===== src/rtl/int_to_float_pipe.sv =====
// Three-stage integer to IEEE-754 binary32 converter: magnitude, normalise, round-to-nearest-even and pack.
// A single global stall freezes every stage while the output is held.
module int_to_float_pipe #(
    parameter int INT_W = 32,
    parameter int TAG_W = 4
) (
    input  logic             clk,
    input  logic             rst_n,
    input  logic             in_valid,
    output logic             in_ready,
    input  logic [INT_W-1:0] in_data,
    input  logic             in_signed,
    input  logic [TAG_W-1:0] in_tag,
    output logic             out_valid,
    input  logic             out_ready,
    output logic [31:0]      out_data,
    output logic             out_inexact,
    output logic [TAG_W-1:0] out_tag
);

    localparam int P_W = 7;

    logic             r_s1_valid;
    logic             r_s1_sign;
    logic [INT_W-1:0] r_s1_mag;
    logic [TAG_W-1:0] r_s1_tag;

    logic             r_s2_valid;
    logic             r_s2_sign;
    logic             r_s2_zero;
    logic [P_W-1:0]   r_s2_p;
    logic [INT_W-1:0] r_s2_norm;
    logic [TAG_W-1:0] r_s2_tag;

    logic             r_out_valid;
    logic [31:0]      r_out_data;
    logic             r_out_inexact;
    logic [TAG_W-1:0] r_out_tag;

    logic             w_stall;
    logic             w_s1_sign;
    logic [INT_W-1:0] w_s1_mag;
    logic [P_W-1:0]   w_p;
    logic [P_W-1:0]   w_shamt;
    logic [INT_W-1:0] w_norm;
    logic             w_zero;
    logic [23:0]      w_kept;
    logic             w_guard;
    logic             w_sticky;
    logic             w_round_up;
    logic [24:0]      w_sum;
    logic             w_carry;
    logic [22:0]      w_frac;
    logic [7:0]       w_exp;
    logic [31:0]      w_result;
    logic             w_inexact;

    assign w_stall  = r_out_valid & ~out_ready;
    assign in_ready = ~w_stall;

    // Two's-complement negate at full width: the most negative value maps onto 2^(INT_W-1).
    assign w_s1_sign = in_signed & in_data[INT_W-1];
    assign w_s1_mag  = w_s1_sign ? ((~in_data) + {{(INT_W-1){1'b0}}, 1'b1}) : in_data;

    always_comb begin
        w_p = '0;
        for (int i = 0; i < INT_W; i++) begin
            if (r_s1_mag[i]) begin
                w_p = P_W'(i);
            end
        end
    end

    assign w_shamt = P_W'(INT_W - 1) - w_p;
    assign w_norm  = r_s1_mag << w_shamt;
    assign w_zero  = ~|r_s1_mag;

    generate
        if (INT_W > 24) begin : g_round
            assign w_kept  = r_s2_norm[INT_W-1 -: 24];
            assign w_guard = r_s2_norm[INT_W-25];
            if (INT_W > 25) begin : g_sticky
                assign w_sticky = |r_s2_norm[INT_W-26:0];
            end else begin : g_no_sticky
                assign w_sticky = 1'b0;
            end
        end else begin : g_exact
            if (INT_W == 24) begin : g_full
                assign w_kept = r_s2_norm;
            end else begin : g_pad
                assign w_kept = {r_s2_norm, {(24-INT_W){1'b0}}};
            end
            assign w_guard  = 1'b0;
            assign w_sticky = 1'b0;
        end
    endgenerate

    // A carry out of the 24-bit mantissa leaves 1.000..., so only the exponent moves.
    assign w_round_up = w_guard & (w_sticky | w_kept[0]);
    assign w_sum      = {1'b0, w_kept} + {24'd0, w_round_up};
    assign w_carry    = w_sum[24];
    assign w_frac     = w_carry ? w_sum[23:1] : w_sum[22:0];
    assign w_exp      = 8'd127 + {1'b0, r_s2_p} + {7'd0, w_carry};
    assign w_result   = r_s2_zero ? 32'd0 : {r_s2_sign, w_exp, w_frac};
    assign w_inexact  = ~r_s2_zero & (w_guard | w_sticky);

    always_ff @(posedge clk or negedge rst_n) begin
        if (!rst_n) begin
            r_s1_valid    <= 1'b0;
            r_s1_sign     <= 1'b0;
            r_s1_mag      <= '0;
            r_s1_tag      <= '0;
            r_s2_valid    <= 1'b0;
            r_s2_sign     <= 1'b0;
            r_s2_zero     <= 1'b0;
            r_s2_p        <= '0;
            r_s2_norm     <= '0;
            r_s2_tag      <= '0;
            r_out_valid   <= 1'b0;
            r_out_data    <= '0;
            r_out_inexact <= 1'b0;
            r_out_tag     <= '0;
        end else if (!w_stall) begin
            r_s1_valid    <= in_valid;
            r_s1_sign     <= w_s1_sign;
            r_s1_mag      <= w_s1_mag;
            r_s1_tag      <= in_tag;
            r_s2_valid    <= r_s1_valid;
            r_s2_sign     <= r_s1_sign;
            r_s2_zero     <= w_zero;
            r_s2_p        <= w_p;
            r_s2_norm     <= w_norm;
            r_s2_tag      <= r_s1_tag;
            r_out_valid   <= r_s2_valid;
            r_out_data    <= w_result;
            r_out_inexact <= w_inexact;
            r_out_tag     <= r_s2_tag;
        end
    end

    assign out_valid   = r_out_valid;
    assign out_data    = r_out_data;
    assign out_inexact = r_out_inexact;
    assign out_tag     = r_out_tag;

endmodule


===== config.mk =====
export PLATFORM = sky130hd
export DESIGN_NAME = int_to_float_pipe
export DESIGN_NICKNAME = d
export VERILOG_FILES = /design/src/rtl/int_to_float_pipe.sv
export SDC_FILE = /design/constraint.sdc
export NUM_CORES = 1
export LEC_CHECK = 0
export ABC_AREA = 1
export BUFFER_PORTS_ARGS = -buffer_cell sky130_fd_sc_hd__buf_2
export CORE_ASPECT_RATIO = 1.75
export CORE_MARGIN = 2
export CORE_UTILIZATION = 63
export CTS_CLUSTER_SIZE = 30
export DETAILED_ROUTE_END_ITERATION = 10
export PLACE_DENSITY = 0.85
export SYNTH_ARGS = -nofsm -noshare
export SYNTH_HDL_FRONTEND = slang
export SYNTH_SLANG_ARGS = --single-unit

===== constraint.sdc =====
create_clock -name clk -period 9.41 [get_ports clk]
set_input_delay 0.941 -clock clk [delete_from_list [all_inputs] [get_ports clk]]
set_output_delay 0.941 -clock clk [all_outputs]
set_load 0.05 [all_outputs]

* Word-level counts from Yosys, hierarchy flattened *
Cells that the tools add are included.

storage, ports and cells
  logic and storage cells = 67
  input port bits = 41
  output and inout port bits = 39
  flip-flop bits (word level) = 122

operators by class
  shifts and indexed selects = 1
  mux-type cells = 34
  bitwise operators = 10
  reductions and logical operators = 3
  $add $sub $neg = 5

operators with widths
  cell                                             count
  2-to-1 mux 7 bit                                 29
  2-to-1 mux 32 bit                                2
  adder 32 x 1 -> 32 bit, second input constant    1
  NOT 32 bit                                       1
  OR reduction 32 bit                              1
  left shift 32 x 7 -> 32 bit                      1
  adder 24 x 1 -> 25 bit                           1
  2-to-1 mux 23 bit                                1
  adder 7 x 7 -> 8 bit, first input constant       1
  adder 8 x 1 -> 8 bit                             1
  OR reduction 7 bit                               1
  subtractor 5 x 7 -> 7 bit, first input constant  1
  bitwise AND 1 bit                                4
  NOT 1 bit                                        3
  2-to-1 mux 2 bit                                 1
  bitwise OR 1 bit                                 2
  zero test 1 bit                                  1
  2-to-1 mux 1 bit                                 1

* Logic depth before layout (Yosys ltp) *
Gate-level depths: netlist of the first run.

  word-level depth = 33
  depth in mapped cells = 39

* Worst setup path before layout of the first run *
No wires, ideal clock.

  path kind = input to register
  start = input in_data[0]
  end = register r_s1_mag[30]
  arrival = 3088 ps
  cell stages on the path = 17
  slack = 6189 ps
  required time = 9277 ps
  path through = inv_1 ha_1 inv_1 nor3_1 nor3b_1 inv_1 nor3_1 nor3b_1 nand2_1 nand2_1 o21ai_0 a21oi_1 inv_1 a21oi_1 nand2_1 xnor2_1 o21ai_0

between the ends
  cells in the longest elaborated chain, start to end = 3

RTL lines
  item                    line  text
  start: declaration      11    input logic [INT_W-1:0] in_data,
  NOT 32 bit              63    assign w_s1_mag = w_s1_sign ? ((~in_data) + {{(INT_W-1){1'b0}}, 1'b1}) : in_data;
  adder 32 x 1 -> 32 bit  63
  2-to-1 mux 32 bit       63
  end signal: assignment  126   r_s1_mag <= w_s1_mag;
  end: declaration        25    logic [INT_W-1:0] r_s1_mag;

No other way between the ends.
A chain may end at the register's enable or synchronous reset.

* Worst setup path after layout of the first run *
  start = register r_s1_mag[2]
  end = register r_s2_norm[14]

between the ends
  cells in the longest elaborated chain, start to end = 32

RTL lines
  item                            line  text
  2-to-1 mux 2 bit                68    if (r_s1_mag[i]) begin
  2-to-1 mux 7 bit (29 in a row)  68
  subtractor 5 x 7 -> 7 bit       74    assign w_shamt = P_W'(INT_W - 1) - w_p;
  left shift 32 x 7 -> 32 bit *   75    assign w_norm = r_s1_mag << w_shamt;
  end signal: assignment          132   r_s2_norm <= w_norm;
  end: declaration                32    logic [INT_W-1:0] r_s2_norm;

Mark *: on every way between the ends. The rest lies on a longest branch, timed or not.

==> metrics.md, run 1 <==
| Metric | Value |
|---|---|
| Status | `finished, final reports clean` |
| Peak VDD IR | `between 0.15 and 0.2 mV` |
| Worst setup SP type | `flip-flop` |
| Mapped Area | `7491 um2` |
| Tot GR Track Use | `about a third` |
| Die height | `148.3 um` |
| H-tree Lvls | `4` |
| Average size of a mapped cell | `approximately 7 um2` |
| Post_cts resized | `0` |
| Vias | `around 7600` |
| Final setup violation count | `0` |
| Worst r2r dst | `r_s2_norm[14]$_DFFE_PN0N_` |
| Worst hold endpoint | `out_valid$_DFFE_PN0N_` |
| Commonest non-fill, non-tap cell in the layout | `nand2_1` |
| Most common cell on crit path | `nand2_1` |
| Routed vias/inst | `approximately 6` |
| CTS sink count | `120` |
| Worst-case clock skew | `about 8.8 ps` |
| Nets@finish | `~1200` |
| Final Hold Violating Endpoints | `0` |
| CP required | `~9700 ps` |
| Total congestion overflow | `0` |
| Final Cycle Share | `a little over two fifths` |
| # Max-Cap Violations | `0` |
| Placer Congestion | `slightly below 1` |
| Clock root buffer | `clkbuf_16` |
| Commonest non-fill, non-tap cells in the layout | `nand2_1, nand3_1, dfrtp_1, inv_1, o21ai_0` |
| Average wire per standard cell | `~15 um` |
| Minimum clock period | `slightly below 4000 ps` |
| Antenna Cells | `0` |
| Cell count after placement | `around 1200` |
| Clk Latency, worst-skew pair | `a little over 400 ps` |
| Post-route cell area | `between 8000 and 9000 um2` |
| Total CTS buffers | `17` |
| Worst r2r src | `r_s1_mag[2]$_DFFE_PN0N_` |
| Register-to-register path setup slack | `approximately 5500 ps` |
| Max Transition Viols Final | `0` |
| Routed Antenna Nets | `0` |
| Yosys reg bits | `120` |
| Area contributors post-synth | `dfrtp_1, nand3_1, nand2_1` |
| Pleak | `between 0.004 and 0.005 uW` |
| Area grow syn2layout | `14.51%` |
| Netlist cell types | `36` |
| Placed cell areas | `roughly 7900 um2` |
| Global-route wire length before repair | `roughly 33 mm` |
| Placeable Area | `roughly 12000 um2` |
| Critical path type | `reg2reg` |
| HP Start | `r_s2_valid$_DFFE_PN0N_` |
| Final wirelength | `roughly 20 mm` |
| Worst hold stages | `2` |
| Initial Util | `between 60% and 70%` |
| DRC Markers | `0` |
| Pre-antenna DRT Iters | `6` |
| Slowest cell on the critical path | `nand2_2` |
| Share of cells above drive strength 1 | `a little under an eighth` |
| Synth top area share | `around two fifths` |
| Die area | `approximately 13000 um2` |
| Cell depth of the worst flop-to-flop path | `36` |
| Hpwl dp | `approximately 14 mm` |
| PortBufs | `roughly 80` |
| Crit-path max FO | `31` |
| Synthesized Nets | `1120` |
| Post-CTS Setup Bufs | `0` |
| Worst-Margin Slew | `just under 1000 ps` |
| Seq/Total Area, Yosys | `40.09%` |
| Area leader, netlist | `dfrtp_1` |
| Hold Buf Count CTS | `0` |
| Clock buffer depth | `2` |
| Final setup TNS | `0 ps` |
| Largest net degree at the start of global routing | `79` |
| Crit path DAT | `between 4000 and 5000 ps` |
| IO Pins | `80` |
| Vias in the first global route | `~7200` |
| Rel. slew slack | `between 30% and 40%` |
| CP peak stage delay | `490 ps` |
| Initial DRC count | `563` |
| Pwr dens | `between 300 and 400 nW/um2` |
| Final Non-Filler Cells | `about 1300` |
| Synth warn | `0` |
| Die span in x | `86.43 um` |
| Max Clk Rate | `roughly 250 MHz` |
| Worst-path clk slew | `around 60 ps` |
| Fill cell count | `around 950` |
| Antenna violations before repair | `0` |
| Post-synthesis instance total | `around 1100` |
| Hold Path Class | `reg2reg` |
| # rows | `52` |
| Total power | `between 3000 and 4000 uW` |
| CTS tree | `yes` |
| CP Capture Type | `flip-flop` |
| Unrepaired setup endpoints after global routing | `no` |
==> cells in the mapped netlist, drive strengths merged <==
cell type / n
o31ai: 1
o22ai: 4
nand2: 258
ha: 5
xnor2: 16
inv: 104
o41ai: 1
nor2: 73
nor4: 10
nand4: 13
xor2: 25
a32o: 2
a31oi: 2
clkinv: 1
o21ai: 96
nor3: 13
nand3: 246
or2: 1
clkbuf: 43
a21oi: 15
dfrtp: 120
buf: 9
nor3b: 5
and3: 1
o221ai: 4
o21bai: 1
o211ai: 4
a22o: 1
==> per-stage QoR <==
| stage | setup WS (ps) | utilization (%) | hold slack, ps |
|---|---|---|---|
| finish | 5458 | 74.07 | 459.7 |
| detailed placement | 5537 | 68.50 | 450.1 |
| CTS | 5397 | 74.07 | 463.1 |
| global placement | 5602 | 68.50 | 432.9 |
| floorplan | 6189 | - | 419.8 |
| global route | 4753 | 74.07 | 496.0 |
==> power by group <==
group | leakage, uW | switching (uW) | total (uW) | internal (uW)
Combinational | 0.00242 | 1020 | 1420 | 406
Sequential | 0.00145 | 163 | 884 | 721
Clock | 0.000308 | 234 | 705 | 471
Total | 0.00418 | 1420 | 3010 | 1600
==> cell families after synthesis <==
| logic type | synth area share [%] |
|---|---|
| compound gates | 9.487 |
| xor+xnor | 4.794 |
| fa+ha+maj | 0.8351 |
| buf+inv | 8.117 |
| flops | 40.09 |
| simple gates | 36.68 |
==> flip-flops by register name (all words and copies together) (netlist names), 4 cells and up <==
| register | cells |
|---|---|
| out_data | 32 |
| r_s1_mag | 32 |
| r_s2_norm | 32 |
| r_s2_p | 5 |
| out_tag | 4 |
| r_s1_tag | 4 |
| r_s2_tag | 4 |
==> how the worst max path moves through the flow <==
stage,from,to,slack [ps]
after floorplan,in_data[0],r_s1_mag[30]$_DFFE_PN0N_,6190
after global placement,in_data[1],r_s1_mag[30]$_DFFE_PN0N_,5600
after detailed placement,r_s2_norm[2]$_DFFE_PN0N_,out_data[25]$_DFFE_PN0N_,5540
after CTS,r_s2_norm[2]$_DFFE_PN0N_,out_data[25]$_DFFE_PN0N_,5400
after global routing,r_s1_mag[2]$_DFFE_PN0N_,r_s2_norm[14]$_DFFE_PN0N_,4750
final,r_s1_mag[2]$_DFFE_PN0N_,r_s2_norm[14]$_DFFE_PN0N_,5460
==> metal layers <==
layer	vias up	global-route usage [%]	wire (um)
li1	3705	-	-
met1	3509	34.90	7162
met5	-	0	0
met3	70	5.660	915
met2	301	56.54	10410
met4	0	19.38	1144
==> worst max-delay path: cells and delay by family (launching register included) <==
kind                   cells  cell delay, ps
AO/OA/AOI/OAI              1              90
flip-flops                 1             390
AND/OR/NAND/NOR           34            3190
buffers and inverters      1             110
==> final cells by class <==
class | count | area, um2 | share of cell area [%]
Sequential cell | 120 | 3003 | 35.01
Tap cell | 135 | 168.9 | 1.969
Multi-Input combinational cell | 797 | 3901 | 45.48
Inverter | 105 | 394.1 | 4.595
Clock inverter | 10 | 165.2 | 1.925
Clock buffer | 21 | 480.5 | 5.601
Timing Repair Buffer | 88 | 465.4 | 5.426
(Power assumes the default switching activity.)
==> run 2, diff against run 1 <==
--- a/config.mk
+++ b/config.mk
@@ -9,10 +9,10 @@
 export BUFFER_PORTS_ARGS = -buffer_cell sky130_fd_sc_hd__buf_2
 export CORE_ASPECT_RATIO = 1.75
 export CORE_MARGIN = 2
-export CORE_UTILIZATION = 63
+export CORE_UTILIZATION = 60
 export CTS_CLUSTER_SIZE = 30
 export DETAILED_ROUTE_END_ITERATION = 10
-export PLACE_DENSITY = 0.85
+export PLACE_DENSITY = 0.81
 export SYNTH_ARGS = -nofsm -noshare
 export SYNTH_HDL_FRONTEND = slang
 export SYNTH_SLANG_ARGS = --single-unit
==> constraint.sdc (replaced) <==
create_clock -name clk -period 3.9 [get_ports clk]
set_input_delay 0.39 -clock clk [delete_from_list [all_inputs] [get_ports clk]]
set_output_delay 0.39 -clock clk [all_outputs]
set_load 0.05 [all_outputs]
==> metrics.md, run 2 (synthesized netlist as in run 1, its figures left out) <==
| Metric | Value |
|---|---|
| Antenna Cells | `0 (unchanged)` |
| Worst-Margin Slew | `1051 ps (+66.79 ps)` |
| Nets@finish | `1188 (+1.1%)` |
| Antenna violations before repair | `0 (unchanged)` |
| Hpwl dp | `14.99 mm (+6.8%)` |
| Die height | `151.8 um (+2.4%)` |
| Placeable Area | `12300 um2 (+6.2%)` |
| Fill cell count | `1114 (+17%)` |
| Die span in x | `88.47 um (+2.4%)` |
| Total CTS buffers | `17 (unchanged)` |
| Share of cells above drive strength 1 | `12.56% (+1.3 points)` |
| Final wirelength | `20.28 mm (+3.3%)` |
| Crit-path max FO | `3 (-90%)` |
| Commonest non-fill, non-tap cells in the layout | `nand2_1, nand3_1, dfrtp_1, inv_1, o21ai_0` |
| Max Clk Rate | `285.7 MHz (+13%)` |
| Switching pwr | `3508 uW (+150%)` |
| Area grow syn2layout | `15.90%` |
| DRC Markers | `0 (unchanged)` |
| Routed vias/inst | `5.687 (-4.3%)` |
| Vias | `7518 (-0.88%)` |
| Pleak | `0.004227 uW (+1.0%)` |
| CP Capture Type | `flip-flop` |
| Sw Share | `48.28% (+1.3 points)` |
| Placer Congestion | `0.9734 (+0.71%)` |
| Minimum clock period | `3501 ps (-451.4 ps)` |
| Total congestion overflow | `0 (unchanged)` |
| Pre-antenna DRT Iters | `6 (unchanged)` |
| Final Hold Violating Endpoints | `0 (unchanged)` |
| Hold Path Class | `in2async` |
| Flop pwr share | `29.3% (about the same)` |
| CTS sink count | `120 (unchanged)` |
| Rel. slew slack | `29.94% (-4.4 points)` |
| CTS tree | `yes` |
| Final Cycle Share | `89.76% (+48 points)` |
| PortBufs | `79 (unchanged)` |
| Die area | `13430 um2 (+4.8%)` |
| Tot GR Track Use | `31.56% (-0.48 points)` |
| Status | `finished, final reports clean` |
| Clock share of power | `21.8% (-1.6 points)` |
| Initial Util | `60.92% (-3.8 points)` |
| Worst setup SP type | `flip-flop` |
| Reg area | `3003 um2 (unchanged)` |
| CP required | `4190 ps (-5490 ps)` |
| Worst-path clk slew | `60 ps (about the same)` |
| IO Pins | `80 (unchanged)` |
| Clock root buffer | `clkbuf_16` |
| Pwr dens | `836.9 nW/um2 (+140%)` |
| Combinational power share | `48.9% (+1.6 points)` |
| Global-route wire length before repair | `33.32 mm (+1.4%)` |
| Clock buffer depth | `2 (unchanged)` |
| Internal | `3758 uW (+140%)` |
| Peak VDD IR | `0.3583 mV (+120%)` |
| Placed cell areas | `8049 um2 (+1.5%)` |
| Final setup violation count | `0 (unchanged)` |
| Routed Antenna Nets | `0 (unchanged)` |
| Average wire per standard cell | `15.34 um (-0.28%)` |
| Clk Latency, worst-skew pair | `410 ps (about the same)` |
| Worst Setup Slack post-DPL | `339.9 ps (-5197 ps)` |
| Post-route cell area | `8682 um2 (+1.2%)` |
| # rows | `54 (+3.8%)` |
| Worst-case clock skew | `9.177 ps (+0.3908 ps)` |
| Max Transition Viols Final | `0 (unchanged)` |
| Vias in the first global route | `7195 (+0.22%)` |
| Footprint of the multi-input gates | `3918 um2 (+0.42%)` |
| Largest net degree at the start of global routing | `89 (+13%)` |
| Initial DRC count | `509 (-9.6%)` |
| # Max-Cap Violations | `0 (unchanged)` |
| H-tree Lvls | `4 (unchanged)` |
| Commonest non-fill, non-tap cell in the layout | `nand2_1` |
| Critical path type | `reg2reg` |
| Setup ws final | `399.2 ps (-5059 ps)` |
| Crit path DAT | `3790 ps (-430 ps)` |
==> run 2: power by group through the flow <==
stage                     sequential, uW  clock, uW  combinational, uW
after detailed placement            2120          0               3490
after global placement              2100          0               3450
after global routing                2190       1660               3930
after CTS                           2110       1600               3520
final                               2130       1580               3560
after floorplan                     2670          0               2010
==> run 2: timing repair <==
item,in CTS,in global routing
setup endpoints to repair,0,7
hold buffers,0,0
gates resized for setup,0,4
buffers inserted,0,3
==> run 2: layer usage <==
layer	wire length [um]	GRT usage, %	share of wire (%)
met2	11050	57.21	54
met3	690	4.345	3.4
met5	0	0	0
met1	7330	33.13	36
met4	1211	18.61	6.0
==> run 2: final cells by class <==
class	count	share of cell area [%]
Clock buffer	19	5.102
Clock inverter	12	1.744
Inverter	105	4.540
Multi-Input combinational cell	797	45.12
Sequential cell	120	34.59
Tap cell	168	2.421
Timing Repair Buffer	101	6.485
==> run 2: through the flow <==
step / utilization (%) / hold WS (ps) / instances / total power [uW] / TNS, ps
2_1_floorplan: - / 94.41 / 1074 / 4680 / 0
3_3_place_gp: 65.46 / 436.6 / 1288 / 5551 / 0
3_5_place_dp: 65.46 / 431.3 / 1288 / 5614 / 0
6_report: 70.60 / 156.8 / 1322 / 7266 / 0
5_1_grt: 70.60 / 190.6 / 1322 / 7778 / -9.094
4_1_cts: 70.29 / 171.6 / 1319 / 7232 / 0
==> run 2: worst paths after layout <==
check | from | endpoint | slack, ps | cells after the start
max | r_s2_norm[0]$_DFFE_PN0N_ | out_data[25]$_DFFE_PN0N_ | 400 | 25
max reg2reg | r_s2_norm[0]$_DFFE_PN0N_ | out_data[25]$_DFFE_PN0N_ | 400 | 25
min in group clk | in_tag[1] | r_s1_tag[1]$_DFFE_PN0N_ | 170 | 3
max in group asynchronous | rst_n | r_s1_mag[25]$_DFFE_PN0N_ | 2750 | 2
min | rst_n | out_data[28]$_DFFE_PN0N_ | 160 | 1
min reg2reg | r_s2_valid$_DFFE_PN0N_ | out_valid$_DFFE_PN0N_ | 450 | 2
==> run 2: worst max-delay path, cell delays in order, from the launching register on <==
cell	delay, ps
dfrtp_1	330
inv_1	50
nand4_1	80
nor4_1	50
inv_1	80
nor2_1	40
nor2_1	90
ha_1	170
ha_1	190
nand3_1	110
nor2_1	130
nand2_1	90
nor2_1	90
inv_1	80
nor2_2	150
nand3_2	110
nor2_2	120
nand3_1	90
inv_1	80
nand4_1	140
nor4_2	340
inv_1	90
ha_1	200
ha_1	220
xnor2_1	150
o21ai_0	110
==> run 3, diff against run 2 <==
--- a/config.mk
+++ b/config.mk
@@ -5,14 +5,13 @@
 export SDC_FILE = /design/constraint.sdc
 export NUM_CORES = 1
 export LEC_CHECK = 0
-export ABC_AREA = 1
 export BUFFER_PORTS_ARGS = -buffer_cell sky130_fd_sc_hd__buf_2
 export CORE_ASPECT_RATIO = 1.75
 export CORE_MARGIN = 2
-export CORE_UTILIZATION = 60
+export CORE_UTILIZATION = 59
 export CTS_CLUSTER_SIZE = 30
 export DETAILED_ROUTE_END_ITERATION = 10
-export PLACE_DENSITY = 0.81
+export PLACE_DENSITY = 0.8
 export SYNTH_ARGS = -nofsm -noshare
 export SYNTH_HDL_FRONTEND = slang
 export SYNTH_SLANG_ARGS = --single-unit
==> metrics.md, run 3 <==
| Metric | Value |
|---|---|
| Post-CTS Setup Bufs | `0 (unchanged)` |
| Synth cell count leaders | `nand2_1, dfrtp_1, o21ai_0` |
| Crit-path max FO | `7 (+4)` |
| Compound-Gate Fraction of Synth Area | `17.78% (+8.3 points)` |
| Average size of a mapped cell | `8.809 um2 (+26%)` |
| WHS | `-10.95 ps (-167.8 ps)` |
| Yosys reg bits | `120 (unchanged)` |
| Reg area | `3003 um2 (unchanged)` |
| Hold Buf Count CTS | `0 (unchanged)` |
| Synth top area share | `41.93% (+1.8 points)` |
| Switching pwr | `3156 uW (-10%)` |
| Area leader, netlist | `dfrtp_1` |
| Final Non-Filler Cells | `1032 (-22%)` |
| # Max-Cap Violations | `0 (unchanged)` |
| Top FF cell, synth | `dfrtp_1` |
| Register-to-register path setup slack | `520 ps (+120 ps)` |
| Pre-antenna DRT Iters | `5 (-1)` |
| Max Transition Viols Final | `0 (unchanged)` |
| Hpwl dp | `14.21 mm (-5.2%)` |
| CP required | `4230 ps (+40 ps)` |
| Initial DRC count | `360 (-29%)` |
| Peak VDD IR | `0.3734 mV (+4.2%)` |
| Max Clk Rate | `295.7 MHz (+3.5%)` |
| Adder-cell area share of the yosys netlist | `0.8735% (+0.038 points)` |
| Antenna violations before repair | `0 (unchanged)` |
| Cell count after placement | `1000 (-22%)` |
| Final Hold Violating Endpoints | `7 (+7)` |
| Vias | `6359 (-15%)` |
| Post_cts resized | `0 (unchanged)` |
| Clock share of power | `22.5% (+0.7 points)` |
| Seq/Total Area, Yosys | `41.93% (+1.8 points)` |
| Crit path DAT | `3710 ps (-80 ps)` |
| Final core utilization | `69.38% (-1.2 points)` |
| Routed vias/inst | `6.162 (+8.4%)` |
| Footprint of the multi-input gates | `3936 um2 (+0.48%)` |
| Sw Share | `45.20% (-3.1 points)` |
| Worst-case clock skew | `7.753 ps (-1.424 ps)` |
| H-tree Lvls | `4 (unchanged)` |
| Final wirelength | `18.79 mm (-7.4%)` |
| Synthesized Nets | `859 (-23%)` |
| Tot GR Track Use | `29.94% (-1.6 points)` |
| Worst r2r src | `r_s1_mag[24]$_DFFE_PN0N_` |
| Final Cycle Share | `86.72% (-3.0 points)` |
| Clock root buffer | `clkbuf_16` |
| Most common cell in the netlist | `nand2_1` |
| Placeable Area | `11940 um2 (-2.9%)` |
| # rows | `53 (-1.9%)` |
| Pwr dens | `843.2 nW/um2 (+0.74%)` |
| Internal | `3826 uW (+1.8%)` |
| Asr flop ratio synth | `100.0% (unchanged)` |
| Worst path cell trace | `nor4_1 -> nand2_1 -> a21oi_1 -> nand2_1 -> nor2_1 -> a22oi_1 -> o211ai_1` |
| Share of cells above drive strength 1 | `15.98% (+3.4 points)` |
| Antenna Cells | `0 (unchanged)` |
| CTS sink count | `120 (unchanged)` |
| Fill cell count | `936 (-16%)` |
| Pleak | `0.003782 uW (-11%)` |
| Nets@finish | `928 (-22%)` |
| PortBufs | `79 (unchanged)` |
| Critical path type | `reg2reg` |
| Largest family of logic cells by synthesized area | `simple AND/OR/NAND/NOR gates` |
| Largest net degree at the start of global routing | `91 (+2.2%)` |
| Combinational power share | `46.1% (-2.8 points)` |
| Synth warn | `0 (unchanged)` |
| Initial Util | `60.00% (-0.92 points)` |
| Mux contribution to synthesized area | `10.22% (+10 points)` |
| Die height | `149.8 um (-1.4%)` |
| Cell depth of the worst flop-to-flop path | `7 (-72%)` |
| Final setup TNS | `0 ps (unchanged)` |
| Area grow syn2layout | `15.64%` |
| IO Pins | `80 (unchanged)` |
| Post-synthesis instance total | `813 (-24%)` |
| Crit path depth | `7 (-72%)` |
| Rel. slew slack | `37.85% (+7.9 points)` |
| Area contributors post-synth | `dfrtp_1, mux2i_1, nand2_1` |
| CTS tree | `yes` |
| Flop pwr share | `31.4% (+2.1 points)` |
| DRC Markers | `0 (unchanged)` |
| Setup crit end | `r_s2_norm[29]$_DFFE_PN0N_` |
| Simple-gate share of the synthesized area | `19.55% (-17 points)` |
| Post-synth EDFFs | `0 (unchanged)` |
| Final setup violation count | `0 (unchanged)` |
| Hold Path Class | `in2async` |
| Placer Congestion | `0.9230 (-5.2%)` |
| CP peak stage delay | `830 ps (+490 ps)` |
| Minimum clock period | `3382 ps (-118.8 ps)` |
| Worst-Margin Slew | `923.7 ps (-127.2 ps)` |
| Most common cell on crit path | `nand2_1` |
| Global-route wire length before repair | `30.42 mm (-8.7%)` |
| Total congestion overflow | `0 (unchanged)` |
| Commonest non-fill, non-tap cell in the layout | `nand2_1` |
| CP Capture Type | `flip-flop` |
| Mapped Area | `7162 um2 (-4.4%)` |
| Worst r2r dst | `r_s2_norm[29]$_DFFE_PN0N_` |
| Die area | `13070 um2 (-2.7%)` |
| Clk Latency, worst-skew pair | `420 ps (about the same)` |
| Die span in x | `87.29 um (-1.3%)` |
| Buffers plus inverters on the worst setup path | `0 (-5)` |
| Status | `finished, violations left` |
| Slowest cell on the critical path | `nor4_1` |
| Worst Setup SP | `r_s1_mag[24]$_DFFE_PN0N_` |
| Worst-path clk slew | `60 ps (about the same)` |
| Commonest non-fill, non-tap cells in the layout | `nand2_1, dfrtp_1, buf_2, o21ai_0, mux2i_1` |
| Failing checks | `hold timing` |
| XOR/XNOR share of the synthesized area | `6.115% (+1.3 points)` |
| Clock buffer depth | `2 (unchanged)` |
| Crit path max-delay family | `simple AND/OR/NAND/NOR gates` |
| Total CTS buffers | `17 (unchanged)` |
| Unrepaired setup endpoints after global routing | `no` |
| Worst setup SP type | `flip-flop` |
| Netlist cell types | `59 (+64%)` |
| Routed Antenna Nets | `0 (unchanged)` |
| Vias in the first global route | `6223 (-14%)` |
| Average wire per standard cell | `18.20 um (+19%)` |
## run 3: changes by cell type after synthesis, sizes merged, moves of 14 or more
cell   previous run  this run
inv             104        14
mux2i             0        63
nand2           258       161
nand3           246        14
nor2             73        58
o21ai            96        67
o31ai             1        15
## run 3: power groups by stage
stage | Combinational, uW | Sequential, uW | Clock, uW
floorplan | 1820 | 2670 | 0
global placement | 3140 | 2170 | 0
detailed placement | 3190 | 2190 | 0
CTS | 3210 | 2180 | 1590
global route | 3480 | 2260 | 1650
finish | 3220 | 2190 | 1570
## run 3: routing by layer
layer | global-route usage, % | part of all wire (%) | vias up
li1 | - | - | 3058
met1 | 32.20 | 37 | 3042
met2 | 53.56 | 54 | 194
met3 | 4.026 | 2.9 | 65
met4 | 18.85 | 6.0 | 0
met5 | 0 | 0 | -
## run 3: how the worst min path moves through the flow
| stage | end |
|---|---|
| 2_1_floorplan | out_data[0]$_DFFE_PN0N_ |
| 3_3_place_gp | r_s2_norm[21]$_DFFE_PN0N_ |
| 3_5_place_dp | r_s2_norm[29]$_DFFE_PN0N_ |
| 4_1_cts | r_s2_norm[29]$_DFFE_PN0N_ |
| 5_1_grt | r_s2_norm[29]$_DFFE_PN0N_ |
| 6_report | r_s2_norm[21]$_DFFE_PN0N_ |
## run 3: kinds of logic (layout without fill, tap and decap cells)
logic type,after synthesis,in the layout
XOR/XNOR,50,50
AO/OA/AOI/OAI,191,191
flip-flops,120,120
multiplexers,72,72
adder cells (fa/ha/maj),5,5
AND/OR/NAND/NOR,315,315
buffers and inverters,60,142
## run 3: cell type report
cell class	count	share of cell area, %
Clock buffer	18	5.182
Clock inverter	14	1.979
Inverter	14	0.6345
Multi-Input combinational cell	633	47.53
Sequential cell	120	36.26
Tap cell	137	2.070
Timing Repair Buffer	96	6.345
## run 3: worst reg2reg max path, cell delays in order, from the launching register on
cell and delay (ps):
dfrtp_1 440, nor4_1 830, nand2_1 430, a21oi_1 660, nand2_1 380, nor2_1 310, a22oi_1 130, o211ai_1 120
## run 3: stage by stage
stage	setup slack, ps	cell area (um2)	total power, uW	hold WS, ps
2_1_floorplan	1105	7162	4499	94.41
3_3_place_gp	604.1	7689	5306	433.7
3_5_place_dp	511.2	7689	5388	440.3
4_1_cts	513.0	8282	6982	5.353
5_1_grt	360.3	8282	7386	45.11
6_report	518.0	8282	6983	-10.95
